File: src/rtl/fetch_prefetch_unit.sv
// Instruction prefetch stage.
// Issues in-order reads on a req/gnt/rvalid handshake to instruction memory.
// Returned words are queued together with their PCs. Decode sees the queue
// head through a first-word-fall-through valid/ready interface.
// A taken-branch redirect flushes the queue, marks every read still in flight
// as stale, and restarts fetch at the target PC.
module fetch_prefetch_unit #(
   parameter int          DEPTH    = 4,
   parameter int          MAX_OUT  = 2,
   parameter logic [15:0] PC_INC   = 16'd2,
   parameter logic [15:0] RESET_PC = 16'h0000
) (
   input  logic                   clock,
   input  logic                   rst,
   input  logic                   redirect,
   input  logic [15:0]            redirect_pc,
   output logic                   imem_req,
   output logic [15:0]            imem_addr,
   input  logic                   imem_gnt,
   input  logic                   imem_rvalid,
   input  logic [15:0]            imem_rdata,
   output logic                   dec_valid,
   output logic [15:0]            dec_ir,
   output logic [15:0]            dec_pc,
   input  logic                   dec_ready,
   output logic [$clog2(DEPTH):0] occupancy
);

   localparam int AW = $clog2(DEPTH);                   // queue pointer width
   localparam int CW = AW + 1;                          // queue count width
   localparam int OW = $clog2(MAX_OUT + 1);             // in-flight count width
   localparam int TW = (MAX_OUT > 1) ? $clog2(MAX_OUT) : 1;
   localparam int RW = AW + 2;                          // reservation sum width

   localparam logic [OW-1:0] MAX_OUT_C = OW'(MAX_OUT);
   localparam logic [RW-1:0] DEPTH_R   = RW'(DEPTH);
   localparam logic [TW-1:0] TAG_LAST  = TW'(MAX_OUT - 1);

   typedef struct packed {
      logic [15:0] pc;
      logic [15:0] ir;
   } entry_t;

   logic [15:0]   fetch_pc_q, fetch_pc_d;
   logic [AW-1:0] rd_ptr_q, rd_ptr_d;
   logic [AW-1:0] wr_ptr_q, wr_ptr_d;
   logic [CW-1:0] count_q, count_d;
   logic [OW-1:0] out_cnt_q, out_cnt_d;
   logic [OW-1:0] discard_q, discard_d;
   logic [TW-1:0] tag_rd_q, tag_rd_d;
   logic [TW-1:0] tag_wr_q, tag_wr_d;

   entry_t        queue_mem [DEPTH];
   logic [15:0]   tag_mem   [MAX_OUT];

   logic          grant;
   logic          resp;
   logic          push;
   logic          pop;
   logic [RW-1:0] reserved;
   entry_t        head;
   entry_t        push_entry;

   // The tag FIFO holds MAX_OUT entries, which need not be a power of two.
   function automatic logic [TW-1:0] next_tag(input logic [TW-1:0] ptr);
      return (ptr == TAG_LAST) ? '0 : ptr + TW'(1);
   endfunction

   // Handshake qualifiers, issue gating and decode-side outputs.
   // NOTE: every signal written in a combinational block gets a value on every path, so no latch is inferred.
   always_comb begin
      reserved   = RW'(count_q) + RW'(out_cnt_q) - RW'(discard_q);
      imem_req   = !rst && !redirect && (out_cnt_q < MAX_OUT_C) && (reserved < DEPTH_R);
      imem_addr  = fetch_pc_q;
      grant      = imem_req && imem_gnt;
      resp       = imem_rvalid && (out_cnt_q != '0);
      push       = resp && !redirect && (discard_q == '0);
      dec_valid  = (count_q != '0);
      pop        = dec_valid && dec_ready && !redirect;
      head       = queue_mem[rd_ptr_q];
      push_entry = '{pc: tag_mem[tag_rd_q], ir: imem_rdata};
      dec_pc     = dec_valid ? head.pc : 16'h0000;
      dec_ir     = dec_valid ? head.ir : 16'h0000;
      occupancy  = count_q;
   end

   // Next-state: fetch PC, in-flight bookkeeping, and queue pointers.
   always_comb begin
      fetch_pc_d = fetch_pc_q;
      out_cnt_d  = out_cnt_q + OW'(grant) - OW'(resp);
      discard_d  = discard_q;
      tag_wr_d   = grant ? next_tag(tag_wr_q) : tag_wr_q;
      tag_rd_d   = resp  ? next_tag(tag_rd_q) : tag_rd_q;
      rd_ptr_d   = rd_ptr_q;
      wr_ptr_d   = wr_ptr_q;
      count_d    = count_q;

      if (redirect) begin
         // Every read still in flight after this edge is stale; the
         // same-cycle response (if any) is dropped right now.
         fetch_pc_d = redirect_pc;
         discard_d  = out_cnt_q - OW'(resp);
         rd_ptr_d   = '0;
         wr_ptr_d   = '0;
         count_d    = '0;
      end else begin
         if (grant) begin
            fetch_pc_d = fetch_pc_q + PC_INC;
         end
         if (resp && (discard_q != '0)) begin
            discard_d = discard_q - OW'(1);
         end
         if (push) begin
            wr_ptr_d = wr_ptr_q + AW'(1);
         end
         if (pop) begin
            rd_ptr_d = rd_ptr_q + AW'(1);
         end
         count_d = count_q + CW'(push) - CW'(pop);
      end
   end

   // Control state register with asynchronous reset.
   // NOTE: sequential state uses non-blocking assignments so every flop samples pre-edge values.
   always_ff @(posedge clock or posedge rst) begin
      if (rst) begin
         fetch_pc_q <= RESET_PC;
         rd_ptr_q   <= '0;
         wr_ptr_q   <= '0;
         count_q    <= '0;
         out_cnt_q  <= '0;
         discard_q  <= '0;
         tag_rd_q   <= '0;
         tag_wr_q   <= '0;
      end else begin
         fetch_pc_q <= fetch_pc_d;
         rd_ptr_q   <= rd_ptr_d;
         wr_ptr_q   <= wr_ptr_d;
         count_q    <= count_d;
         out_cnt_q  <= out_cnt_d;
         discard_q  <= discard_d;
         tag_rd_q   <= tag_rd_d;
         tag_wr_q   <= tag_wr_d;
      end
   end

   // Instruction queue and in-flight PC tag storage.
   // NOTE: storage arrays are not reset; their contents only matter where the reset pointers and counters say so.
   always_ff @(posedge clock) begin
      if (push) begin
         queue_mem[wr_ptr_q] <= push_entry;
      end
      if (grant) begin
         tag_mem[tag_wr_q] <= fetch_pc_q;
      end
   end

   // A response with no read outstanding is a memory-side protocol error.
   assert property (@(posedge clock) disable iff (rst) imem_rvalid |-> (out_cnt_q != '0));

endmodule

File: config.mk
export PLATFORM = sky130hd
export DESIGN_NAME = fetch_prefetch_unit
export DESIGN_NICKNAME = d
export VERILOG_FILES = /design/src/rtl/fetch_prefetch_unit.sv
export SDC_FILE = /design/constraint.sdc
export NUM_CORES = 1
export LEC_CHECK = 0
export CAP_MARGIN = 10
export CORE_MARGIN = 3
export CORE_UTILIZATION = 45
export CTS_CLUSTER_SIZE = 8
export DETAILED_ROUTE_END_ITERATION = 8
export PLACE_DENSITY_LB_ADDON = 0.12
export SLEW_MARGIN = 30
export SYNTH_ARGS = -nofsm -noshare
export SYNTH_HDL_FRONTEND = slang
export SYNTH_SLANG_ARGS = --single-unit
File: constraint.sdc
create_clock -name clock -period 4.3 [get_ports clock]
set_input_delay 0.86 -clock clock [delete_from_list [all_inputs] [get_ports clock]]
set_output_delay 0.86 -clock clock [all_outputs]
set_load 0.1 [all_outputs]
==> flow_summary.toml <==
[clock_tree]
cts_setup_buffers = 0
insertion_delay_ns = 0.42
ctsResizeCount = 0
cts_hold_buf = 0
cts_root_buffer = "clkbuf_16"
cts.sink_count = 189
htreeDepth = 4
cts_buffers = 17
cts_max_path_buffers = 2
cts_tree = "yes"
clk_pin_slew_ns = 0.07

[setup_path]
r2r-start = "out_cnt_q[1]$_DFF_PP0_"
cp-end-kind = "output port"
reg2reg_slack_ns = 0.80
arrival_ns = 3.17
start_kind = "flip-flop"
reg2reg_depth = 14
critPathKind = "reg -> out"
crit_fanout = 11
cp_data_required_time_ns = 3.44
rr_endpoint = "out_cnt_q[1]$_DFF_PP0_"

[hold_path]
holdPathStages = 1
min_path_type = "reg -> reg"
min_to = "tag_wr_q$_DFFE_PP0P_"
worstHoldStart = "tag_wr_q$_DFFE_PP0P_"

[cells_and_area]
nets = 605
antenna_cells = 0
drive_gt1_frac = 0.259
final_util = 0.568
areaGrowthSynthToFinish_pct = 21.8

[route]
drt-initial-drc-count = 267
wirelength_um = 14300
drc = 0
drt_first_pass_iters = 4
wl_per_cell_um = 18.3
ant_nets = 0
dr_total_vias = 4098
via_per_inst = 5.23

[die]
start_util = 0.467
io_pins = 91
die_area_um2 = 19100
core_um2 = 16800
placementRows = 47
die_x_um = 138
die_h_um = 138

[timing]
slew_headroom = 0.336
period_needed_ns = 4.03
finalHoldViolations = 0
maxSlewViolCount = 0
worst_slew_pin_slew_ns = 0.993
max_freq_mhz = 248
fin_setup_tns_ns = 0
holdWs_ns = 0.522
setup_viol_count_final = 0
finalWorstSetupSlack_ns = 0.274
rsz0062_at_grt = "no"
finalCritPeriodShare = 0.936
clock_skew_ns = 0.0108

[logic_synthesis]
yosysWarningCount = 0
ys.flop_type = "edfxtp_1"
synth_edf_count = 160
synth.top_cells.by_count = "160 x edfxtp_1, 36 x and2_1, 32 x mux4_2"
ys_seq_area_frac = 0.705
synth_area_leaders = "edfxtp_1 61%, dfrtp_1 9.2%, mux4_2 9.2%"
synth.top_cell.area_share = 0.612
netlist_instances = 450
ys_types = 42
syn_nets = 504
async_flop_share = 0.153
ys_ff_latch = 189
synth.most_common_cell = "edfxtp_1"
avgSynthCellArea_um2 = 17.4
yosysTopAreaCell = "edfxtp_1"
synth.cell_area_um2 = 7850

[placement]
gp_congestion = 0.799
portBuffers = 90
place_ws_ns = 0.740
dp_hpwl_um = 9190

[power]
pwr-share-seq = 0.359
switching_power_mw = 2.71
clkPwrFrac = 0.231
power.internal_mw = 3.80
leakagePower_nw = 3.32
swShare = 0.416
powerDensity_nw_per_um2 = 681
peakVddDrop_mv = 0.409
total_power_mw = 6.51
power_frac_comb = 0.410

[global_route]
grt_pass1_vias = 4273
grt_pass1_wl_um = 23500
grt_antenna_before_repair = 0
grt-ovfl-total = 0
grt_usage = 0.157
grt_max_degree = 36

[run]
maxCapViolations = 0

[run_status]
outcome = "complete, no violations"
[worst max-delay path by stage]
| stage | from | endpoint | cells past startpoint |
|---|---|---|---|
| 2_1_floorplan | occupancy[1]$_DFF_PP0_ | imem_req | 9 |
| 3_3_place_gp | out_cnt_q[1]$_DFF_PP0_ | imem_req | 10 |
| 3_5_place_dp | out_cnt_q[1]$_DFF_PP0_ | imem_req | 10 |
| 4_1_cts | out_cnt_q[1]$_DFF_PP0_ | imem_req | 10 |
| 5_1_grt | out_cnt_q[1]$_DFF_PP0_ | imem_req | 10 |
| 6_report | out_cnt_q[1]$_DFF_PP0_ | imem_req | 10 |
[stage by stage]
step | area (um^2) | std cells
2_1_floorplan | 7880 | 450
3_3_place_gp | 8990 | 752
3_5_place_dp | 8990 | 752
4_1_cts | 9560 | 783
5_1_grt | 9560 | 783
6_report | 9560 | 783
[per-layer routing]
metal  vias to the layer above  routed length, um  GRT usage
met5                         -                  0          0
met3                        15                676     0.0387
li1                       1917                  -          -
met1                      2056               6570      0.220
met4                         0                214     0.0536
met2                       110               6840      0.244
[flip-flops by register name (all words and copies together) (netlist names)]
name and flops:
tag_wr_q 1, wr_ptr_q 2, tag_rd_q 1, occupancy 3
queue_mem 128, discard_q 2, imem_addr 16, rd_ptr_q 2
tag_mem 32, out_cnt_q 2
[critical path, stage by stage (launching register included)]
cell and delay, ns:
dfrtp_1 0.54, inv_1 0.10, fa_1 0.51, inv_1 0.04, ha_1 0.27, and3b_2 0.24
nor4_2 0.21, buf_4 0.21, nor2_1 0.08, nor4_4 0.33, buf_12 0.22
[power by group through the flow]
stage               clock network [mW]  logic [mW]  registers [mW]
finish                            1.50        2.67            2.34
CTS                               1.54        2.70            2.34
detailed placement                   0        2.70            2.38
global placement                     0        2.68            2.37
global route                      1.62        2.81            2.37
floorplan                            0        2.04            2.45
[cells by family (layout without fill, tap and decap cells)]
family,after synthesis,in the layout,share of synthesized area
compound gates,30,30,0.0265
xor+xnor,25,25,0.0279
mux,55,55,0.125
flops,189,189,0.705
fa+ha+maj,16,16,0.0274
buf+inv,41,154,0.0214
simple gates,94,94,0.0671
[cell type report]
cell class,count,area (um^2)
Inverter,18,67.6
Multi-Input combinational cell,220,2170
Sequential cell,189,5540
Clock inverter,12,139
Timing Repair Buffer,105,941
Clock buffer,19,433
Tap cell,220,275
Fill cell,1356,7260
[cell usage in the layout (no fill, tap or decap), drive strengths merged, types with 4 or more instances in the layout]
master / n
mux2: 23
inv: 21
xnor2: 14
nand3: 7
xor2: 11
edfxtp: 160
ha: 14
clkinv: 6
dfrtp: 29
nor2: 13
buf: 49
o211ai: 5
clkbuf: 19
and2: 37
mux4: 32
o2111ai: 4
nand2: 19
clkdlybuf4s50: 56
o21ai: 15
Note: power is estimated with default switching activity, not from simulation.
==> variant 1 (same flow settings) <==
Set the parameter `MAX_OUT` to 1 (it was 2).
--- a/src/rtl/fetch_prefetch_unit.sv
+++ b/src/rtl/fetch_prefetch_unit.sv
@@ -7,5 +7,5 @@
 module fetch_prefetch_unit #(
    parameter int          DEPTH    = 4,
-   parameter int          MAX_OUT  = 2,
+   parameter int          MAX_OUT  = 1,
    parameter logic [15:0] PC_INC   = 16'd2,
    parameter logic [15:0] RESET_PC = 16'h0000
Formal check against the unedited RTL: not equivalent (Yosys sat finds a counterexample within 4 cycles, from zero or initial values and one cycle with rst high).
==> variant 1 against the unedited design <==
- total power decreased by 12%
- design area decreased by 11%
- maximum frequency is 19% higher
- sequential share of layout area increased by 0.33 points
- synthesized area shrank 12%
- register-to-register slack better by 650 ps
- setup slack better by 630 ps
- wire length down 12%
- sequential cell count shrank 20
- sequential power down 17%
- final cell count shrank 13%
- largest power group unchanged
- hold slack got worse by 23 ps
==> variant 1: results (changes against the unedited design) <==
| Metric | Value |
|---|---|
| Worst setup path start | out_cnt_q (was out_cnt_q[1]) |
| Worst slew pin tran | 984 ps (was 993 ps) |
| Iteration-0 DRC Markers | 179 (was 267) |
| First-pass GRT wire length | 20400 um (was 23500 um) |
| Post-synth ARST share | 0.148 (was 0.153) |
| Num CTS Buffers | 17 (unchanged) |
| Cells after Synth | 386 (was 450) |
| R2r startpoint | out_cnt_q (was out_cnt_q[1]) |
| CP arrival | 2530 ps (was 3170 ps) |
| Synthesized Nets | 435 (was 504) |
| Post-synth EDFFs | 144 (was 160) |
| Fin nets | 534 (was 605) |
| Worst-path clk slew | 60 ps |
| Layout cell share with drive strength beyond 1 | 0.247 (was 0.259) |
| Vias in the first global route | 3852 (was 4273) |
| WL final | 12600 um (was 14300 um) |
| CTS root buffer | clkbuf_16 (unchanged) |
| Worst R2R End | tag_mem[0][12] (was out_cnt_q[1]) |
| Hold endpoint | queue_mem[2][24] (was tag_wr_q) |
| Non-Filler Instances | 681 (was 783) |
| GRT Total Usage | 0.163 (was 0.157) |
| Final Skew | 6.12 ps (was 10.8 ps) |
| Status | finished clean (unchanged) |
| FF-to-FF setup slack | 1450 ps (was 800 ps) |
| Cells after DPL | 650 (was 752) |
| Via density | 5.34 (was 5.23) |
| Port bufs | 90 (unchanged) |
| Static leakage | 2.94 nW (was 3.32 nW) |
| HPWL Detailed | 7830 um (was 9190 um) |
| Worst R2R Path Depth | 8 (was 14) |
| Gpl congestion | 0.800 (was 0.799) |
| Max VDD drop | 380 uV (was 409 uV) |
| Top area cells in the synthesized netlist | edfxtp_1, mux4_2, dfrtp_1 (was edfxtp_1, dfrtp_1, mux4_2) |
| Worst hold path depth | 0 (was 1) |
| Synth unique cells | 40 (was 42) |
| Worst hold start | tag_mem[0][8] (was tag_wr_q) |
| Synth cell count leaders | edfxtp_1, and2_1, mux4_2, dfrtp_1, nand2_1 (was edfxtp_1, and2_1, mux4_2, dfrtp_1, mux2_2) |
| H-tree depth | 4 (unchanged) |
| Sequential area share after synthesis | 0.718 (was 0.705) |
| Worst-path fanout max | 4 (was 11) |
==> variant 1: changes by cell type after synthesis, sizes merged, moves of 4 or more <==
cell / unedited run / this run
edfxtp: 160 / 144
mux2: 23 / 8
xnor2: 14 / 6
inv: 18 / 13
dfrtp: 29 / 25
ha: 14 / 10
nand2: 19 / 15
nand3: 7 / 3
==> variant 1: layout make-up <==
| cell class | count | area (sq um) |
|---|---|---|
| sequential | 169 | 4950 |
| fill | 1117 | 6250 |
| clock inverter | 14 | 134 |
| timing repair buffer | 99 | 896 |
| clock buffer | 17 | 425 |
| inverter | 13 | 48.8 |
| tap | 184 | 230 |
| multi-input combinational | 185 | 1820 |
==> variant 1: kinds of logic after synthesis <==
logic type	synth area share
AOI/OAI and AO/OA	0.0309
xor gates and xnor gates	0.0203
adders and majority gates	0.0211
buffers and inverters	0.0191
DFF	0.718
muxes	0.118
and+or+nand+nor	0.0728
==> variant 1: per-stage QoR <==
| step | worst slack (ps) | area [sq um] | utilization | hold WS, ps |
|---|---|---|---|---|
| 2_1_floorplan | 205 | 6890 | - | 459 |
| 3_3_place_gp | 1060 | 7940 | 0.538 | 473 |
| 3_5_place_dp | 1040 | 7940 | 0.538 | 489 |
| 4_1_cts | 867 | 8500 | 0.576 | 499 |
| 5_1_grt | 744 | 8500 | 0.576 | 528 |
| 6_report | 905 | 8500 | 0.576 | 499 |
==> variant 1: worst max-delay path by stage <==
stage	endpoint	slack (ps)	depth (start not counted)
after floorplan	dec_ir[10]	210	4
after global placement	imem_req	1060	6
after detailed placement	imem_req	1040	6
after CTS	imem_req	870	10
after global routing	imem_req	740	10
final	imem_req	910	10
==> variant 1: metal layers <==
| metal | GRT usage | vias up | part of all wire | wire length [um] |
|---|---|---|---|---|
| li1 | - | 1689 | - | - |
| met2 | 0.246 | 101 | 0.48 | 6030 |
| met1 | 0.227 | 1834 | 0.46 | 5730 |
| met5 | 0 | - | 0 | 0 |
| met4 | 0.0526 | 0 | 0.014 | 179 |
| met3 | 0.0532 | 14 | 0.050 | 633 |
==> variant 1: critical path, cell delays in order, from the launching register on <==
cell     delay (ps)
dfrtp_1         420
inv_1           110
ha_1            150
inv_1            40
ha_1            260
and3b_1         230
or2_2           300
nor3_1          160
a31oi_1          80
nor2b_2         180
buf_12          190
==> variant 1: power by group <==
group | leakage, nW | internal [W] | switching (W)
Sequential | 1.61 | 0.00185 | 0.0000880
Clock | 0.273 | 0.000843 | 0.000585
Combinational | 1.05 | 0.000578 | 0.00175
Total | 2.94 | 0.00327 | 0.00243
==> variant 2 (same settings) <==
Without the edit above. Make the reset (`rst`) synchronous in one clocked block. Comments in the files are not updated.
--- a/src/rtl/fetch_prefetch_unit.sv
+++ b/src/rtl/fetch_prefetch_unit.sv
@@ -123,5 +123,5 @@
    // Control state register with asynchronous reset.
    // NOTE: sequential state uses non-blocking assignments so every flop samples pre-edge values.
-   always_ff @(posedge clock or posedge rst) begin
+   always_ff @(posedge clock) begin
       if (rst) begin
          fetch_pc_q <= RESET_PC;
Formal check against the unedited RTL: differs if rst is asserted again (counterexample within 4 cycles, from zero or initial values and one cycle with rst high); with rst held inactive, the same outputs for 4 cycles.
==> variant 2 against the unedited design <==
- design area increased by 0.71%
- synthesized area is 1.9% higher
- sequential cell count grew 3
- setup slack improved by 340 ps
- critical path type unchanged
- final cell count rose by 3.7%
- utilization is 1.4 points lower
- wire length increased by 0.99%
Power is not compared: it rests on default switching activity, and its combinational part moved more than twofold at a synthesized area within 25%.
==> variant 2: results (changes against the unedited design) <==
| Metric | Value |
|---|---|
| Mux share of post-synthesis cell area | 0.114 (was 0.125) |
| Num CTS Buffers | 17 (unchanged) |
| Synth cell count leaders | edfxtp_1, nor2b_1, inv_1, dfxtp_1, mux4_2 (was edfxtp_1, and2_1, mux4_2, dfrtp_1, mux2_2) |
| Worst path max stage delay | 510 ps (was 540 ps) |
| CTS root buffer | clkbuf_16 (unchanged) |
| Compound-Gate Fraction of Synth Area | 0.0515 (was 0.0265) |
| Top area cells in the synthesized netlist | edfxtp_1, mux4_2, dfxtp_1 (was edfxtp_1, dfrtp_1, mux4_2) |
| H-tree depth | 4 (unchanged) |
| GRT Total Usage | 0.156 (was 0.157) |
| Initial DRT Pass Iterations | 4 (unchanged) |
| HPWL Detailed | 9290 um (was 9190 um) |
| Synthesized Nets | 531 (was 504) |
| Port bufs | 90 (unchanged) |
| Post-synth EDFFs | 160 (unchanged) |
| Fin nets | 628 (was 605) |
| CP arrival | 2820 ps (was 3170 ps) |
| Max VDD drop | around 290 uV |
| Ant. Diodes | 0 (unchanged) |
| Maximum buffer depth of the clock tree | 2 (unchanged) |
| Gpl congestion | 0.722 (was 0.799) |
| WL/cell | 17.8 um (was 18.3 um) |
| Worst-path clk slew | 70 ps (about the same) |
| Worst-path fanout max | 5 (was 11) |
| Number of setup buffers added after CTS | 0 (unchanged) |
| Iteration-0 DRC Markers | 267 (unchanged) |
| Filler cell count | 1350 (was 1356) |
| Critical path's slowest cell | fa_1 (was dfrtp_1) |
| Largest net degree at the start of global routing | 36 (unchanged) |
| Status | finished clean (unchanged) |
| Synthesized-area fraction occupied by adder cells | 0.0269 (was 0.0274) |
| Synth unique cells | 48 (was 42) |
| Final Skew | 8.98 ps (was 10.8 ps) |
| Vias | 4231 (was 4098) |
| Initial antenna violation count | 0 (unchanged) |
| Layout cell share with drive strength beyond 1 | 0.254 (was 0.259) |
| Placement Cell Area | 9070 sq um (was 8990 sq um) |
| Clock Latency Late Sink | 430 ps |
| Largest Register | queue_mem (unchanged) |
| Post-synth ARST share | 0 (was 0.153) |
| Max reg flops | 128 (unchanged) |
| Vias in the first global route | 4520 (was 4273) |
| Synth warn | 0 (unchanged) |
| Setup slack after placement | 595 ps (was 740 ps) |
| Post-synthesis xor/xnor area fraction | 0.0186 (was 0.0279) |
| Static leakage | roughly 3.2 nW |
| Post_cts resized | 0 (unchanged) |
| Net Sw Frac | 0.271 |
| Hold Path Class | reg -> reg (unchanged) |
| Sequential area share after synthesis | 0.681 (was 0.705) |
| First-pass GRT wire length | 23700 um (was 23500 um) |
| Slew HR | 0.336 (about the same) |
[variant 2: cell types whose count changed after synthesis, moves of 10 or more]
cell     change
nor2b_1     +35
o21ai_0     -13
dfxtp_1     +32
and2_1      -31
dfrtp_1     -29
nand2_1     -11
inv_1       +15
a21oi_1     +10
[variant 2: per-stage QoR]
stage | hold WS [ps] | power (W) | util | std cells
floorplan | 469 | 0.00274 | - | 477
global placement | 482 | 0.00291 | 0.522 | 780
detailed placement | 502 | 0.00293 | 0.522 | 780
CTS | 511 | 0.00441 | 0.555 | 812
global route | 550 | 0.00455 | 0.555 | 812
finish | 506 | 0.00437 | 0.555 | 812
[variant 2: final timing paths]
kind                              startpoint           end  slack (ps)  depth (start not counted)
worst min register to register   wr_ptr_q[1]   wr_ptr_q[1]         510                          2
worst max register to register  out_cnt_q[1]  out_cnt_q[1]         630                         14
worst min-delay path             wr_ptr_q[1]   wr_ptr_q[1]         510                          2
worst max-delay path            out_cnt_q[1]      imem_req         620                         10
[variant 2: power by group through the flow]
stage / clock, W / sequential, W / combinational (W)
after detailed placement: 0 / 0.00223 / 0.000698
after floorplan: 0 / 0.00228 / 0.000454
after CTS: 0.00152 / 0.00219 / 0.000702
final: 0.00149 / 0.00219 / 0.000693
after global placement: 0 / 0.00223 / 0.000682
after global routing: 0.00159 / 0.00220 / 0.000751
[variant 2: layer usage]
metal / up-vias / track usage / wire [um]
met5: - / 0 / 0
met4: 0 / 0.0417 / 165
met3: 11 / 0.0436 / 667
met2: 97 / 0.250 / 6940
li1: 2000 / - / -
met1: 2123 / 0.214 / 6670
[variant 2: final cells by class]
| class | instances | area (sq um) | share of cell area |
|---|---|---|---|
| Multi-Input combinational cell | 228 | 2290 | 0.238 |
| Sequential cell | 192 | 5450 | 0.566 |
| Inverter | 33 | 124 | 0.0129 |
| Timing Repair Buffer | 102 | 921 | 0.0956 |
| Clock buffer | 18 | 429 | 0.0446 |
| Tap cell | 225 | 282 | 0.0292 |
| Clock inverter | 14 | 131 | 0.0136 |
[variant 2: cell families (layout without fill, tap and decap cells)]
kind of cell | count (synthesis) | in the layout
flops | 192 | 192
simple gates | 101 | 101
buf+inv | 57 | 167
mux | 49 | 49
compound gates | 45 | 45
xor+xnor | 17 | 17
fa+ha+maj | 16 | 16
[variant 2: worst max-delay path: cells and delay by family (launching register included)]
family	cells	cell delay (ps)
fa+ha+maj	2	790
compound gates	1	100
simple gates	4	780
flops	1	400
buf+inv	3	340
